===== src/rtl/instr_fetch_ctrl_pkg.sv =====
// instr_fetch_ctrl_pkg: shared widths, NOP encoding, fetch FSM states and PC alignment helper
package instr_fetch_ctrl_pkg;
  localparam int XLEN = 32;
  localparam int INSTR_BYTES = 4;
  localparam logic [XLEN-1:0] NOP = 32'h0000_0013;
  typedef enum logic {RUN, HALT} fetch_state_t;
  function automatic logic [XLEN-1:0] word_align(input logic [XLEN-1:0] a);
    return {a[XLEN-1:2], 2'b00};
  endfunction
endpackage


===== src/rtl/instr_fetch_ctrl_if.sv =====
// instr_fetch_ctrl_if: fetch bus (imem_pc/imem_data, redirect_valid/redirect_pc, if_valid/if_ready/if_instr/if_pc, halted); master=fetch controller, slave=memory/execute/decode side
interface instr_fetch_ctrl_if;
  import instr_fetch_ctrl_pkg::*;
  logic [XLEN-1:0] imem_pc, imem_data, redirect_pc, if_instr, if_pc;
  logic redirect_valid, if_valid, if_ready, halted;
  modport master(output imem_pc, if_valid, if_instr, if_pc, halted, input imem_data, redirect_valid, redirect_pc, if_ready);
  modport slave(input imem_pc, if_valid, if_instr, if_pc, halted, output imem_data, redirect_valid, redirect_pc, if_ready);
endinterface


===== src/rtl/instr_fetch_ctrl_fetch_fifo.sv =====
// instr_fetch_ctrl_fetch_fifo: sync FIFO (clk, rst, i_push/i_pop/i_flush, i_wdata -> o_rdata head, o_count, o_full, o_empty); flush wins over push/pop
module instr_fetch_ctrl_fetch_fifo #(
  parameter int DEPTH = 2,
  parameter int W = 64
) (
  input  logic                   clk,
  input  logic                   rst,
  input  logic                   i_push,
  input  logic                   i_pop,
  input  logic                   i_flush,
  input  logic [W-1:0]           i_wdata,
  output logic [W-1:0]           o_rdata,
  output logic [$clog2(DEPTH):0] o_count,
  output logic                   o_full,
  output logic                   o_empty
);
  localparam int AW = $clog2(DEPTH);
  localparam int CW = AW + 1;
  logic [W-1:0] r_mem [DEPTH];
  logic [AW-1:0] r_rd, r_wr;
  logic [CW-1:0] r_count;
  always_ff @(posedge clk)
    if (i_push && !i_flush) r_mem[r_wr] <= i_wdata;
  always_ff @(posedge clk) begin
    if (rst || i_flush) begin
      r_rd <= '0;
      r_wr <= '0;
      r_count <= '0;
    end else begin
      r_wr <= i_push ? r_wr + 1'b1 : r_wr;
      r_rd <= i_pop ? r_rd + 1'b1 : r_rd;
      r_count <= r_count + CW'(i_push) - CW'(i_pop);
    end
  end
  assign o_rdata = r_mem[r_rd];
  assign o_count = r_count;
  assign o_full = r_count == CW'(DEPTH);
  assign o_empty = r_count == '0;
endmodule


===== src/rtl/instr_fetch_ctrl.sv =====
// instr_fetch_ctrl: fetch PC/FSM/redirect in front of a combinational imem, prefetch FIFO to decode (clk, rst, bus: imem_pc/imem_data, redirect_*, if_*, halted)
module instr_fetch_ctrl
  import instr_fetch_ctrl_pkg::*;
#(
  parameter int          MEM_BYTES  = 40,
  parameter logic [31:0] RESET_PC   = 32'h0,
  parameter int          FIFO_DEPTH = 2
) (
  input logic               clk,
  input logic               rst,
  instr_fetch_ctrl_if.master bus
);
  localparam int CW = $clog2(FIFO_DEPTH) + 1;
  fetch_state_t r_state, w_state_nxt;
  logic [XLEN-1:0] r_pc, w_pc_nxt, w_pc_inc, w_target;
  logic w_push, w_pop, w_full, w_empty;
  logic [2*XLEN-1:0] w_head;
  logic [CW-1:0] w_count;
  assign w_pc_inc = r_pc + 32'(INSTR_BYTES);
  assign w_target = word_align(bus.redirect_pc);
  assign w_pop = bus.if_valid & bus.if_ready;
  always_comb begin
    w_push = (r_state == RUN) & (!w_full | w_pop) & !bus.redirect_valid;
    w_pc_nxt = bus.redirect_valid ? w_target : w_push ? w_pc_inc : r_pc;
    w_state_nxt = bus.redirect_valid ? (w_target < 32'(MEM_BYTES) ? RUN : HALT)
                : (w_push && w_pc_inc >= 32'(MEM_BYTES)) ? HALT : r_state;
  end
  always_ff @(posedge clk) begin
    if (rst) begin
      r_state <= RUN;
      r_pc <= RESET_PC;
    end else begin
      r_state <= w_state_nxt;
      r_pc <= w_pc_nxt;
    end
  end
  instr_fetch_ctrl_fetch_fifo #(.DEPTH(FIFO_DEPTH), .W(2*XLEN)) u_fifo (
    .clk(clk),
    .rst(rst),
    .i_push(w_push),
    .i_pop(w_pop),
    .i_flush(bus.redirect_valid),
    .i_wdata({r_pc, bus.imem_data}),
    .o_rdata(w_head),
    .o_count(w_count),
    .o_full(w_full),
    .o_empty(w_empty)
  );
  assign bus.imem_pc = r_pc;
  assign bus.if_valid = w_count != '0;
  assign bus.if_pc = bus.if_valid ? w_head[2*XLEN-1:XLEN] : '0;
  assign bus.if_instr = bus.if_valid ? w_head[XLEN-1:0] : '0;
  assign bus.halted = (r_state == HALT) & w_empty;
endmodule


===== src/flat_wrapper.sv =====
// flat-port wrapper written by rule: the top's interface ports become plain ports
module instr_fetch_ctrl_flat import instr_fetch_ctrl_pkg::*;
#(
  parameter int          MEM_BYTES  = 40,
  parameter logic [31:0] RESET_PC   = 32'h0,
  parameter int          FIFO_DEPTH = 2
)
  (clk, rst, bus_imem_pc, bus_if_valid, bus_if_instr, bus_if_pc, bus_halted, bus_imem_data, bus_redirect_valid, bus_redirect_pc, bus_if_ready);
  instr_fetch_ctrl_if bus_i ();
  input logic clk;
  input logic rst;
  output wire logic [$bits(bus_i.imem_pc)-1:0] bus_imem_pc;
  output wire logic [$bits(bus_i.if_valid)-1:0] bus_if_valid;
  output wire logic [$bits(bus_i.if_instr)-1:0] bus_if_instr;
  output wire logic [$bits(bus_i.if_pc)-1:0] bus_if_pc;
  output wire logic [$bits(bus_i.halted)-1:0] bus_halted;
  input wire logic [$bits(bus_i.imem_data)-1:0] bus_imem_data;
  input wire logic [$bits(bus_i.redirect_valid)-1:0] bus_redirect_valid;
  input wire logic [$bits(bus_i.redirect_pc)-1:0] bus_redirect_pc;
  input wire logic [$bits(bus_i.if_ready)-1:0] bus_if_ready;
  assign bus_imem_pc = bus_i.imem_pc;
  assign bus_if_valid = bus_i.if_valid;
  assign bus_if_instr = bus_i.if_instr;
  assign bus_if_pc = bus_i.if_pc;
  assign bus_halted = bus_i.halted;
  assign bus_i.imem_data = bus_imem_data;
  assign bus_i.redirect_valid = bus_redirect_valid;
  assign bus_i.redirect_pc = bus_redirect_pc;
  assign bus_i.if_ready = bus_if_ready;
  instr_fetch_ctrl #(.MEM_BYTES(MEM_BYTES), .RESET_PC(RESET_PC), .FIFO_DEPTH(FIFO_DEPTH)) u_core (.clk(clk), .rst(rst), .bus(bus_i));
endmodule

===== config.mk =====
export PLATFORM = sky130hd
export DESIGN_NAME = instr_fetch_ctrl_flat
export DESIGN_NICKNAME = d
export VERILOG_FILES = /design/src/rtl/instr_fetch_ctrl_pkg.sv /design/src/rtl/instr_fetch_ctrl_if.sv /design/src/rtl/instr_fetch_ctrl_fetch_fifo.sv /design/src/rtl/instr_fetch_ctrl.sv /design/src/flat_wrapper.sv
export SDC_FILE = /design/constraint.sdc
export NUM_CORES = 1
export LEC_CHECK = 0
export BUFFER_PORTS_ARGS = -buffer_cell sky130_fd_sc_hd__buf_2
export CORE_MARGIN = 2
export CORE_UTILIZATION = 40
export CTS_CLUSTER_DIAMETER = 120
export CTS_CLUSTER_SIZE = 25
export DETAILED_ROUTE_END_ITERATION = 10
export PLACE_DENSITY = 0.61
export SLEW_MARGIN = 20
export SYNTH_ARGS = -nofsm -noshare
export SYNTH_HDL_FRONTEND = slang
export SYNTH_SLANG_ARGS = --single-unit

===== constraint.sdc =====
create_clock -name clk -period 6.6 [get_ports clk]
set_input_delay 0.33 -clock clk [delete_from_list [all_inputs] [get_ports clk]]
set_output_delay 0.33 -clock clk [all_outputs]
set_load 0.01 [all_outputs]

==> reports/qor.csv, run 1 <==
stage;metric;value;unit
yosys;async_flop_share;0;%
place;gpl.final_weighted_congestion;0.8656;
cells_and_area;insertedDiodeCount;0;
die;fp.coreArea;17960;µm²
timing;timing.clock.skew;0.008565;ns
timing;grt_setup_unrepaired;no;
yosys;ys_seq_area_share;60.56;%
job;max_cap_viol_count;0;
timing;setup_violations;0;
grt;maximum_number_of_pins_on_one_net_before_global_route_repair;64;
cells_and_area;area.sequential;4448;µm²
yosys;number_of_flops_mapped_to_enable_cells_by_yosys;124;
worst_hold_path;worstHoldStart;bus_imem_data[25];
route;drc_errors;0;
grt;antenna_found_initial;0;
grt;grt_first_pass_wirelength;27590;µm
power;switching_share;24.68;%
clock_tree;post_cts_buffers;0;
clock_tree;cts_root_buf;sky130_fd_sc_hd__clkbuf_16;
worst_setup_path;crit-reg2reg-capture;u_core.u_fifo.r_mem[1][53]$_DFFE_PP_;
yosys;yosys_register_bits;160;
die;initial_core_util;40.85;%
power;netSwitchingPower;0.0005675;W
timing;final-max-slew-violation-count;0;
die;io_pins;166;
power;vdd.ir_drop.worst;0.0001760;V
route;detailedRoute.firstPassIterationCount;5;
power;p_int;0.001732;W
clock_tree;cts_buffer_depth;2;
power;pwr-share-clk;40.5;%
place;total_of_buffers_placed_on_input_and_output_ports;159;
route;num_vias;5249;
clock_tree;clock_tree_from_tritoncts;built;
die;die_w;139.4;µm
clock_tree;cts_clk_pin_slew_worst_paths;0.07;ns
worst_hold_path;hp-class;input pin to register;
cells_and_area;drive_gt1_share;27.13;%
cells_and_area;area_occupied_by_multi_input_gates;2681;µm²
timing;max_freq;361.1;MHz
route;iteration_0_drc_count_of_the_detailed_router;229;
worst_setup_path;worst_setup_path_category;register to register;
grt;grt_overflow;0;
yosys;yosys_warnings;0;
timing;worst-slew-pin-transition;0.9193;ns
die;die-area;19440;µm²
yosys;synthTopCellsByArea;sky130_fd_sc_hd__edfxtp_1, sky130_fd_sc_hd__dfxtp_1, sky130_fd_sc_hd__mux2i_1, sky130_fd_sc_hd__nor2_1, sky130_fd_sc_hd__xnor2_1;
worst_setup_path;cp-startpoint;u_core.u_fifo.o_count[1]$_SDFF_PP0_;
place;dp_worst_setup_slack;3.828;ns
power;power_frac_seq;50.7;%
worst_setup_path;critical_path_peak_fanout;62;
yosys;synth_top_cell_by_area;sky130_fd_sc_hd__edfxtp_1;
worst_setup_path;crit-reg2reg-launch;u_core.u_fifo.o_count[1]$_SDFF_PP0_;
timing;timing.max_slew.rel_slack;38.71;%
route;routed_wirelength;17320;µm
timing;fin_tns_setup;0;ns
yosys;postSynth.topFlopCell;sky130_fd_sc_hd__edfxtp_1;
route;vias_per_cell;5.233;
route;average_routed_wire_per_standard_cell;17.27;µm
cells_and_area;finish.net_count;833;
timing;fin_crit;2.770;ns
power;combinationalPowerShare;8.8;%
power;p_leak;3.294;nW
die;die_y;139.4;µm
timing;post-route-period-util;41.96;%
clock_tree;htreeDepth;4;
place;dpl.hpwl;11620;µm
yosys;post-synth-top-area-fraction;50.74;%
timing;report.final.hold_viol_count;0;
cells_and_area;area_delta_synth_final;20.92;%
outcome;status;complete, no violations;
cells_and_area;fillers;1662;
clock_tree;worstSkewPairLatency;0.42;ns
worst_setup_path;setup.worst_path.start_class;register;
worst_setup_path;worst-r2r-cell-count;4;
route;antenna_violating_nets_post_route;0;
worst_setup_path;crit_arrival;2.82;ns
worst_setup_path;r2r_setup_slack;3.83;ns
grt;grt.total_usage;17.97;%
grt;grt_pass1_vias;5206;
yosys;synthCells;619;
yosys;yosys.cell_types.count;58;
power;power_density;259.1;nW/µm²
timing;setup_ws;3.830;ns
worst_setup_path;critical_path_required;6.65;ns
worst_hold_path;holdPathEnd;u_core.u_fifo.r_mem[0][25]$_DFFE_PP_;
yosys;synthesis.area_per_instance;11.86;µm²
clock_tree;cts.repair.resized;0;
yosys;netlist_area;7338;µm²
worst_hold_path;hold_path_depth;1;
clock_tree;postCtsHoldBufs;0;
die;rows;49;
clock_tree;clock-sinks;160;
worst_setup_path;worstSetupEndpointType;register;
clock_tree;numCtsBuffers;17;
layer usage:
metal / vias up / GRT usage, % / part of all wire, %
met5: - / 0 / 0
met4: 0 / 4.253 / 0.77
met3: 11 / 4.370 / 6.7
met2: 173 / 31.01 / 49
met1: 2501 / 22.90 / 43
li1: 2564 / - / -
flip-flops by register name, summed over array words and instances (netlist names), named ones only:
register / cells
u_core.bus.imem_pc: 30
u_core.u_fifo.o_count: 2
u_core.r_state: 1
u_core.u_fifo.r_rd: 1
u_core.u_fifo.r_wr: 1
u_core.u_fifo.r_mem: 124
power groups by stage:
| stage | logic, W | registers, W | clock network [W] |
|---|---|---|---|
| CTS | 0.000201 | 0.00117 | 0.000953 |
| global route | 0.000224 | 0.00117 | 0.00100 |
| detailed placement | 0.000200 | 0.00119 | 0 |
| global placement | 0.000196 | 0.00119 | 0 |
| finish | 0.000201 | 0.00117 | 0.000932 |
| floorplan | 0.000124 | 0.00118 | 0 |
how the worst max path moves through the flow:
stage | endpoint | depth (start not counted) | slack, ns
2_1_floorplan | u_core.u_fifo.r_mem[0][0]$_DFFE_PP_ | 5 | 2.65
3_3_place_gp | u_core.u_fifo.r_mem[0][43]$_DFFE_PP_ | 5 | 3.89
3_5_place_dp | u_core.u_fifo.r_mem[0][43]$_DFFE_PP_ | 5 | 3.83
4_1_cts | u_core.u_fifo.r_mem[1][7]$_DFFE_PP_ | 4 | 3.86
5_1_grt | u_core.bus.imem_pc[28]$_SDFFE_PP0P_ | 6 | 3.58
6_report | u_core.u_fifo.r_mem[1][53]$_DFFE_PP_ | 4 | 3.83
critical path, cell delays in order (launching register included):
cell	delay [ns]
sky130_fd_sc_hd__dfxtp_1	0.41
sky130_fd_sc_hd__nor3b_1	0.58
sky130_fd_sc_hd__nand2b_1	0.46
sky130_fd_sc_hd__clkinv_1	0.38
sky130_fd_sc_hd__and2_4	0.55
logic make-up after synthesis:
family          synth area share, %
fa+ha+maj                    0.6820
other cells                 0.05110
simple gates                  15.81
flops                         60.56
buf+inv                       3.291
mux                           9.548
compound gates                6.360
xor+xnor                      3.700
cell usage after synthesis, types with 4 or more instances:
master,n
sky130_fd_sc_hd__and2_1,5
sky130_fd_sc_hd__edfxtp_1,124
sky130_fd_sc_hd__and4_1,5
sky130_fd_sc_hd__a211oi_1,9
sky130_fd_sc_hd__and3_1,5
sky130_fd_sc_hd__inv_1,12
sky130_fd_sc_hd__nand3_1,16
sky130_fd_sc_hd__ha_1,4
sky130_fd_sc_hd__or2_2,4
sky130_fd_sc_hd__a21oi_1,19
sky130_fd_sc_hd__nor3_1,15
sky130_fd_sc_hd__mux2i_1,70
sky130_fd_sc_hd__nand2_1,25
sky130_fd_sc_hd__xnor2_1,21
sky130_fd_sc_hd__nor2_1,108
sky130_fd_sc_hd__nand4_1,15
sky130_fd_sc_hd__o21ai_0,8
sky130_fd_sc_hd__clkbuf_1,29
sky130_fd_sc_hd__buf_1,7
sky130_fd_sc_hd__or3_1,7
sky130_fd_sc_hd__dfxtp_1,36
sky130_fd_sc_hd__nor4_1,14
sky130_fd_sc_hd__xor2_1,10
sky130_fd_sc_hd__buf_4,4
through the flow:
step           total power, W  std cells  hold slack, ns  utilization [%]  instance area [µm²]
2_1_floorplan        0.001300        622          0.4289                -                 7350
3_3_place_gp         0.001384        970          0.5188            46.11                 8283
3_5_place_dp         0.001391        970          0.5211            46.11                 8283
4_1_cts              0.002323       1002         0.08014            49.24                 8846
5_1_grt              0.002396       1003         0.07818            49.40                 8874
6_report             0.002299       1003          0.1005            49.40                 8874
cells in the final DEF, fill, tap and decap left out, types with 3 or more instances in the layout:
master,Yosys,final
sky130_fd_sc_hd__xnor2_1,21,21
sky130_fd_sc_hd__a32oi_1,3,3
sky130_fd_sc_hd__nand4_1,15,15
sky130_fd_sc_hd__or2_2,4,4
sky130_fd_sc_hd__dfxtp_1,36,35
sky130_fd_sc_hd__a211oi_1,9,9
sky130_fd_sc_hd__nor2_1,108,106
sky130_fd_sc_hd__edfxtp_1,124,124
sky130_fd_sc_hd__clkbuf_16,0,17
sky130_fd_sc_hd__o21ai_0,8,8
sky130_fd_sc_hd__and4_1,5,5
sky130_fd_sc_hd__nand3_1,16,16
sky130_fd_sc_hd__nand2_1,25,25
sky130_fd_sc_hd__and3_1,5,5
sky130_fd_sc_hd__conb_1,1,4
sky130_fd_sc_hd__and2_1,5,4
sky130_fd_sc_hd__clkinv_1,1,4
sky130_fd_sc_hd__a221oi_1,3,3
sky130_fd_sc_hd__nor4_2,3,3
sky130_fd_sc_hd__nor3_1,15,15
sky130_fd_sc_hd__clkinvlp_4,0,4
sky130_fd_sc_hd__ha_1,4,4
sky130_fd_sc_hd__or3_1,7,7
sky130_fd_sc_hd__nor4_1,14,14
sky130_fd_sc_hd__clkinv_4,0,3
sky130_fd_sc_hd__a21oi_1,19,19
sky130_fd_sc_hd__buf_4,4,3
sky130_fd_sc_hd__xor2_1,10,10
sky130_fd_sc_hd__mux2i_1,70,70
sky130_fd_sc_hd__inv_1,12,12
sky130_fd_sc_hd__buf_2,1,159
cell type report:
cell class,instances,area share (%)
tap,229,3.229
clock buffer,17,4.794
clock inverter,15,1.551
sequential,160,50.13
inverter,13,0.5499
multi-input combinational,406,30.22
timing repair buffer,163,9.532
(Power assumes the default switching activity.)
==> inputs of run 2 (changes only) <==
PLACE_DENSITY = 0.63   (was 0.61)
clock period = 2.5 ns   (was 6.6 ns; I/O delays follow)
==> reports/qor.csv, run 2 (same netlist as run 1, synthesis figures left out) <==
stage;metric;value;unit
outcome;status;complete, no violations;
cells_and_area;final_area;9731;µm²
cells_and_area;largest_register;u_core.u_fifo.r_mem;
route;routed_wirelength;18390;µm
place;gpl.final_weighted_congestion;0.8716;
timing;worst-slew-pin-transition;0.7259;ns
grt;grt_first_pass_wirelength;29300;µm
clock_tree;numCtsBuffers;17;
die;die_y;139.4;µm
die;die-area;19440;µm²
worst_hold_path;hp-class;input pin to register;
timing;setup_ws;0.1281;ns
power;p_leak;3.705;nW
clock_tree;post_cts_buffers;0;
timing;timing.clock.skew;0.008606;ns
worst_setup_path;cp-startpoint;u_core.bus.imem_pc[18]$_SDFFE_PP0P_;
timing;grt_setup_unrepaired;no;
grt;grt.total_usage;18.89;%
timing;setup_violations;0;
die;io_pins;166;
place;placed_area;8608;µm²
place;dpl.hpwl;12650;µm
timing;fin_tns_setup;0;ns
clock_tree;cts_root_buf;sky130_fd_sc_hd__clkbuf_16;
die;initial_core_util;40.85;%
timing;final-max-slew-violation-count;0;
timing;post-route-period-util;94.88;%
power;vdd.ir_drop.worst;0.0004086;V
worst_setup_path;r2r_setup_slack;0.13;ns
timing;timing.max_slew.rel_slack;51.61;%
die;die_w;139.4;µm
cells_and_area;insertedDiodeCount;0;
timing;max_freq;421.6;MHz
route;average_routed_wire_per_standard_cell;16.84;µm
route;drc_errors;0;
cells_and_area;largest_register_ffs;124;
worst_setup_path;critical_path_peak_fanout;11;
route;detailedRoute.firstPassIterationCount;5;
worst_setup_path;setup.worst_path.start_class;register;
cells_and_area;finish.net_count;922;
grt;grt_overflow;0;
worst_setup_path;worst_setup_path_category;register to register;
job;max_cap_viol_count;0;
cells_and_area;area_delta_synth_final;32.60;%
cells_and_area;drive_gt1_share;28.16;%
worst_setup_path;critical_path_required;2.78;ns
worst_setup_path;crit-reg2reg-launch;u_core.bus.imem_pc[18]$_SDFFE_PP0P_;
clock_tree;cts_buffer_depth;2;
cells_and_area;fillers;1602;
die;rows;49;
route;num_vias;5734;
clock_tree;clock-sinks;160;
worst_setup_path;critical_path.endpoint;u_core.r_state$_SDFFE_PP0P_;
route;vias_per_cell;5.251;
clock_tree;clock_tree_from_tritoncts;built;
route;iteration_0_drc_count_of_the_detailed_router;334;
place;dp_worst_setup_slack;0.1669;ns
clock_tree;cts_clk_pin_slew_worst_paths;0.06;ns
cells_and_area;layout.cells.most_common_list;sky130_fd_sc_hd__buf_2, sky130_fd_sc_hd__edfxtp_1, sky130_fd_sc_hd__nor2_1;
grt;antenna_found_initial;0;
worst_setup_path;crit-reg2reg-capture;u_core.r_state$_SDFFE_PP0P_;
place;dpl.cell_count;1005;
timing;fin_crit;2.372;ns
clock_tree;worstSkewPairLatency;0.42;ns
die;fp.coreArea;17960;µm²
worst_setup_path;worstSetupEndpointType;register;
worst_setup_path;crit_arrival;2.65;ns
power;power_density;640.6;nW/µm²
clock_tree;htreeDepth;4;
cells_and_area;instances_no_fill;1092;
place;total_of_buffers_placed_on_input_and_output_ports;159;
route;antenna_violating_nets_post_route;0;
cells_and_area;final_common_cell;sky130_fd_sc_hd__buf_2;
timing;report.final.hold_viol_count;0;
grt;grt_pass1_vias;5548;
worst_setup_path;worst-r2r-cell-count;6;
grt;maximum_number_of_pins_on_one_net_before_global_route_repair;64;
-- run 2: changes by cell type in the layout (fill, tap and decap cells not counted) --
cell,delta
sky130_fd_sc_hd__dlygate4sd3_1,+55
sky130_fd_sc_hd__buf_4,+30
sky130_fd_sc_hd__buf_12,+5
sky130_fd_sc_hd__clkbuf_1,+2
sky130_fd_sc_hd__inv_8,-2
sky130_fd_sc_hd__buf_16,-1
sky130_fd_sc_hd__bufinv_16,+1
sky130_fd_sc_hd__clkinv_4,-1
sky130_fd_sc_hd__ha_1,-1
sky130_fd_sc_hd__ha_2,+1
-- run 2: critical path, stage by stage, from the launching register on --
cell and delay (ns):
sky130_fd_sc_hd__dfxtp_1 0.43, sky130_fd_sc_hd__nand4_4 0.16, sky130_fd_sc_hd__or4_4 0.65, sky130_fd_sc_hd__a2111oi_2 0.36, sky130_fd_sc_hd__o211ai_1 0.13, sky130_fd_sc_hd__nor4_1 0.31
sky130_fd_sc_hd__a41oi_1 0.17
-- run 2: how the worst min path moves through the flow --
stage / startpoint / end / slack [ns] / depth (start not counted)
6_report: bus_redirect_pc[19] / u_core.bus.imem_pc[19]$_SDFFE_PP0P_ / 0.02 / 3
5_1_grt: bus_redirect_pc[29] / u_core.bus.imem_pc[29]$_SDFFE_PP0P_ / 0.03 / 3
3_5_place_dp: bus_imem_data[25] / u_core.u_fifo.r_mem[0][25]$_DFFE_PP_ / 0.32 / 1
4_1_cts: bus_redirect_pc[19] / u_core.bus.imem_pc[19]$_SDFFE_PP0P_ / 0.001 / 3
2_1_floorplan: bus_imem_data[0] / u_core.u_fifo.r_mem[0][0]$_DFFE_PP_ / 0.22 / 0
3_3_place_gp: bus_imem_data[30] / u_core.u_fifo.r_mem[0][30]$_DFFE_PP_ / 0.31 / 1
-- run 2: power breakdown --
part / switching [W] / leakage [nW] / internal (W)
sequential: 0.0000572 / 1.44 / 0.00297
clock: 0.00104 / 0.263 / 0.00147
combinational: 0.000389 / 2.00 / 0.000313
total: 0.00148 / 3.71 / 0.00475
-- run 2: area by class of cell --
cell class	instances	area, µm²	area share [%]
Sequential cell	160	4448	45.71
Tap cell	229	286.5	2.945
Clock inverter	13	136.4	1.402
Multi-Input combinational cell	406	2684	27.58
Timing Repair Buffer	252	1694	17.41
Clock buffer	19	432.9	4.449
Inverter	13	48.80	0.5015
-- run 2: stage by stage --
stage | power [W] | util (%) | hold slack, ns
2_1_floorplan | 0.003430 | - | 0.2239
3_3_place_gp | 0.003703 | 47.92 | 0.3138
3_5_place_dp | 0.003722 | 47.92 | 0.3191
4_1_cts | 0.006300 | 54.15 | 0.001408
5_1_grt | 0.006468 | 54.17 | 0.03127
6_report | 0.006233 | 54.17 | 0.01609
-- run 2: repair_timing --
action | in CTS | in global routing
hold endpoints to repair | 87 | 0
hold buffers | 55 | 0
resized for setup | 0 | 1
setup endpoints to repair | 0 | 1
-- run 2: layer usage --
| layer | track usage (%) | wire, µm | vias up |
|---|---|---|---|
| li1 | - | - | 2732 |
| met1 | 25.14 | 8087 | 2755 |
| met4 | 5.582 | 300 | 0 |
| met5 | 0 | 0 | - |
| met3 | 4.129 | 1145 | 24 |
| met2 | 31.17 | 8857 | 223 |
==> inputs of run 3 (changes only) <==
REMOVE_ABC_BUFFERS = 1   (was default)
==> reports/qor.csv, run 3 (same netlist as run 1, synthesis figures left out) <==
stage;metric;value;unit
timing;final-max-slew-violation-count;0;
route;antenna_violating_nets_post_route;0;
route;detailedRoute.firstPassIterationCount;4;
timing;post-route-period-util;92.34;%
clock_tree;post_cts_buffers;0;
timing;grt_setup_unrepaired;no;
worst_setup_path;worstSetupEndpointType;register;
clock_tree;numCtsBuffers;17;
timing;report.final.hold_viol_count;0;
place;total_of_buffers_placed_on_input_and_output_ports;159;
die;die_y;139.4;µm
clock_tree;htreeDepth;4;
worst_setup_path;crit_path_max_incr_delay;0.58;ns
grt;antenna_found_initial;0;
clock_tree;cts_clk_pin_slew_worst_paths;0.06;ns
cells_and_area;layout.cells.most_common_list;sky130_fd_sc_hd__buf_2, sky130_fd_sc_hd__edfxtp_1, sky130_fd_sc_hd__nor2_1;
cells_and_area;largest_register_ffs;124;
grt;grt_pass1_vias;5602;
place;dpl.hpwl;12440;µm
job;max_cap_viol_count;0;
cells_and_area;final_common_cell;sky130_fd_sc_hd__buf_2;
worst_setup_path;critical_path_required;2.79;ns
route;routed_wirelength;18300;µm
clock_tree;cts_root_buf;sky130_fd_sc_hd__clkbuf_16;
worst_setup_path;critPathBufInv;0;
clock_tree;worstSkewPairLatency;0.42;ns
worst_setup_path;setup.worst_path.start_class;register;
power;vdd.ir_drop.worst;0.0005001;V
cells_and_area;insertedDiodeCount;0;
timing;worst-slew-pin-transition;0.7504;ns
place;gpl.final_weighted_congestion;0.8904;
power;p_leak;3.683;nW
die;fp.coreArea;17960;µm²
outcome;status;complete, no violations;
cells_and_area;finish.net_count;916;
worst_setup_path;crit_arrival;2.60;ns
power;power_density;648.7;nW/µm²
grt;grt_first_pass_wirelength;28350;µm
cells_and_area;largest_register;u_core.u_fifo.r_mem;
timing;setup_ws;0.1916;ns
timing;timing.max_slew.rel_slack;49.97;%
route;vias_per_cell;5.203;
die;io_pins;166;
timing;setup_violations;0;
cells_and_area;drive_gt1_share;28.47;%
die;rows;49;
die;die-area;19440;µm²
worst_hold_path;hp-class;input pin to register;
die;initial_core_util;40.85;%
grt;maximum_number_of_pins_on_one_net_before_global_route_repair;64;
timing;max_freq;433.2;MHz
grt;grt.total_usage;18.55;%
worst_setup_path;critical_path.top_delay_family;simple AND/OR/NAND/NOR gates;
worst_setup_path;critical_path.slowest_cell;sky130_fd_sc_hd__or4_4;
clock_tree;clock_tree_from_tritoncts;built;
route;iteration_0_drc_count_of_the_detailed_router;271;
timing;fin_crit;2.308;ns
grt;grt_overflow;0;
timing;timing.clock.skew;0.006621;ns
place;placed_area;8561;µm²
route;num_vias;5651;
cells_and_area;post-route-util;53.83;%
route;drc_errors;0;
place;dp_worst_setup_slack;0.08417;ns
clock_tree;clock-sinks;160;
die;die_w;139.4;µm
route;average_routed_wire_per_standard_cell;16.85;µm
cells_and_area;area_delta_synth_final;31.78;%
clock_tree;cts_buffer_depth;2;
worst_setup_path;critical_path_peak_fanout;16;
worst_setup_path;worst_setup_path_category;register to register;
cells_and_area;final_area;9671;µm²
worst_setup_path;crit_chain;nand4_4 > or4_4 > a2111oi_2 > o211ai_1 > nor4_1 > a41oi_1;
[run 3: changes by cell type in the layout (fill, tap and decap cells not counted), sizes merged]
cell | before | now
clkbuf | 19 | 17
dlygate4sd3 | 55 | 52
inv | 14 | 16
buf | 197 | 194
[run 3: worst reg2reg max path, cell delays in order, from the launching register on]
cell and delay (ns):
sky130_fd_sc_hd__dfxtp_1 0.43, sky130_fd_sc_hd__nand4_4 0.16, sky130_fd_sc_hd__or4_4 0.58, sky130_fd_sc_hd__a2111oi_2 0.39, sky130_fd_sc_hd__o211ai_1 0.14, sky130_fd_sc_hd__nor4_1 0.32, sky130_fd_sc_hd__a41oi_1 0.15
[run 3: per-layer routing]
layer	vias up	track usage, %	share of wire, %
met5	-	0	0
met2	170	31.79	49
li1	2719	-	-
met4	0	6.858	2.2
met1	2731	23.37	44
met3	31	3.648	5.0
[run 3: final cells by class]
| class | count | area, µm² |
|---|---|---|
| clock buffers | 17 | 425.4 |
| clock inverters | 15 | 160.2 |
| fillers | 1576 | 8293 |
| inverters | 13 | 48.80 |
| multi-input cells | 406 | 2684 |
| flip-flops and latches | 160 | 4449 |
| well taps | 229 | 286.5 |
| repair buffers | 246 | 1617 |
[run 3: through the flow]
stage	total power (W)	hold slack [ns]	cells	TNS, ns
2_1_floorplan	0.003409	0.1896	579	-121.26
3_3_place_gp	0.003696	0.3136	1002	0
3_5_place_dp	0.003714	0.3195	1002	0
4_1_cts	0.006336	0.001523	1086	0
5_1_grt	0.006515	0.01743	1086	0
6_report	0.006274	0.01356	1086	0
[run 3: repair_timing]
action	CTS	global route
endpoints found under the hold margin	84	0
gates resized for setup	0	2
hold buffers	52	0
setup endpoints to repair	0	3
[run 3: final timing paths]
kind	start	slack (ns)	end	cells past startpoint
min	bus_redirect_pc[31]	0.01	u_core.bus.imem_pc[31]$_SDFFE_PP0P_	3
max reg2reg	u_core.bus.imem_pc[18]$_SDFFE_PP0P_	0.19	u_core.r_state$_SDFFE_PP0P_	6
min reg2reg	u_core.u_fifo.r_rd$_SDFFE_PP0P_	0.54	register	2
max	u_core.bus.imem_pc[18]$_SDFFE_PP0P_	0.19	u_core.r_state$_SDFFE_PP0P_	6
[run 3: power breakdown]
| group | switching (W) | internal, W | leakage [nW] |
|---|---|---|---|
| registers | 0.0000667 | 0.00297 | 1.45 |
| logic | 0.000377 | 0.000303 | 1.96 |
| clock network | 0.00107 | 0.00148 | 0.275 |
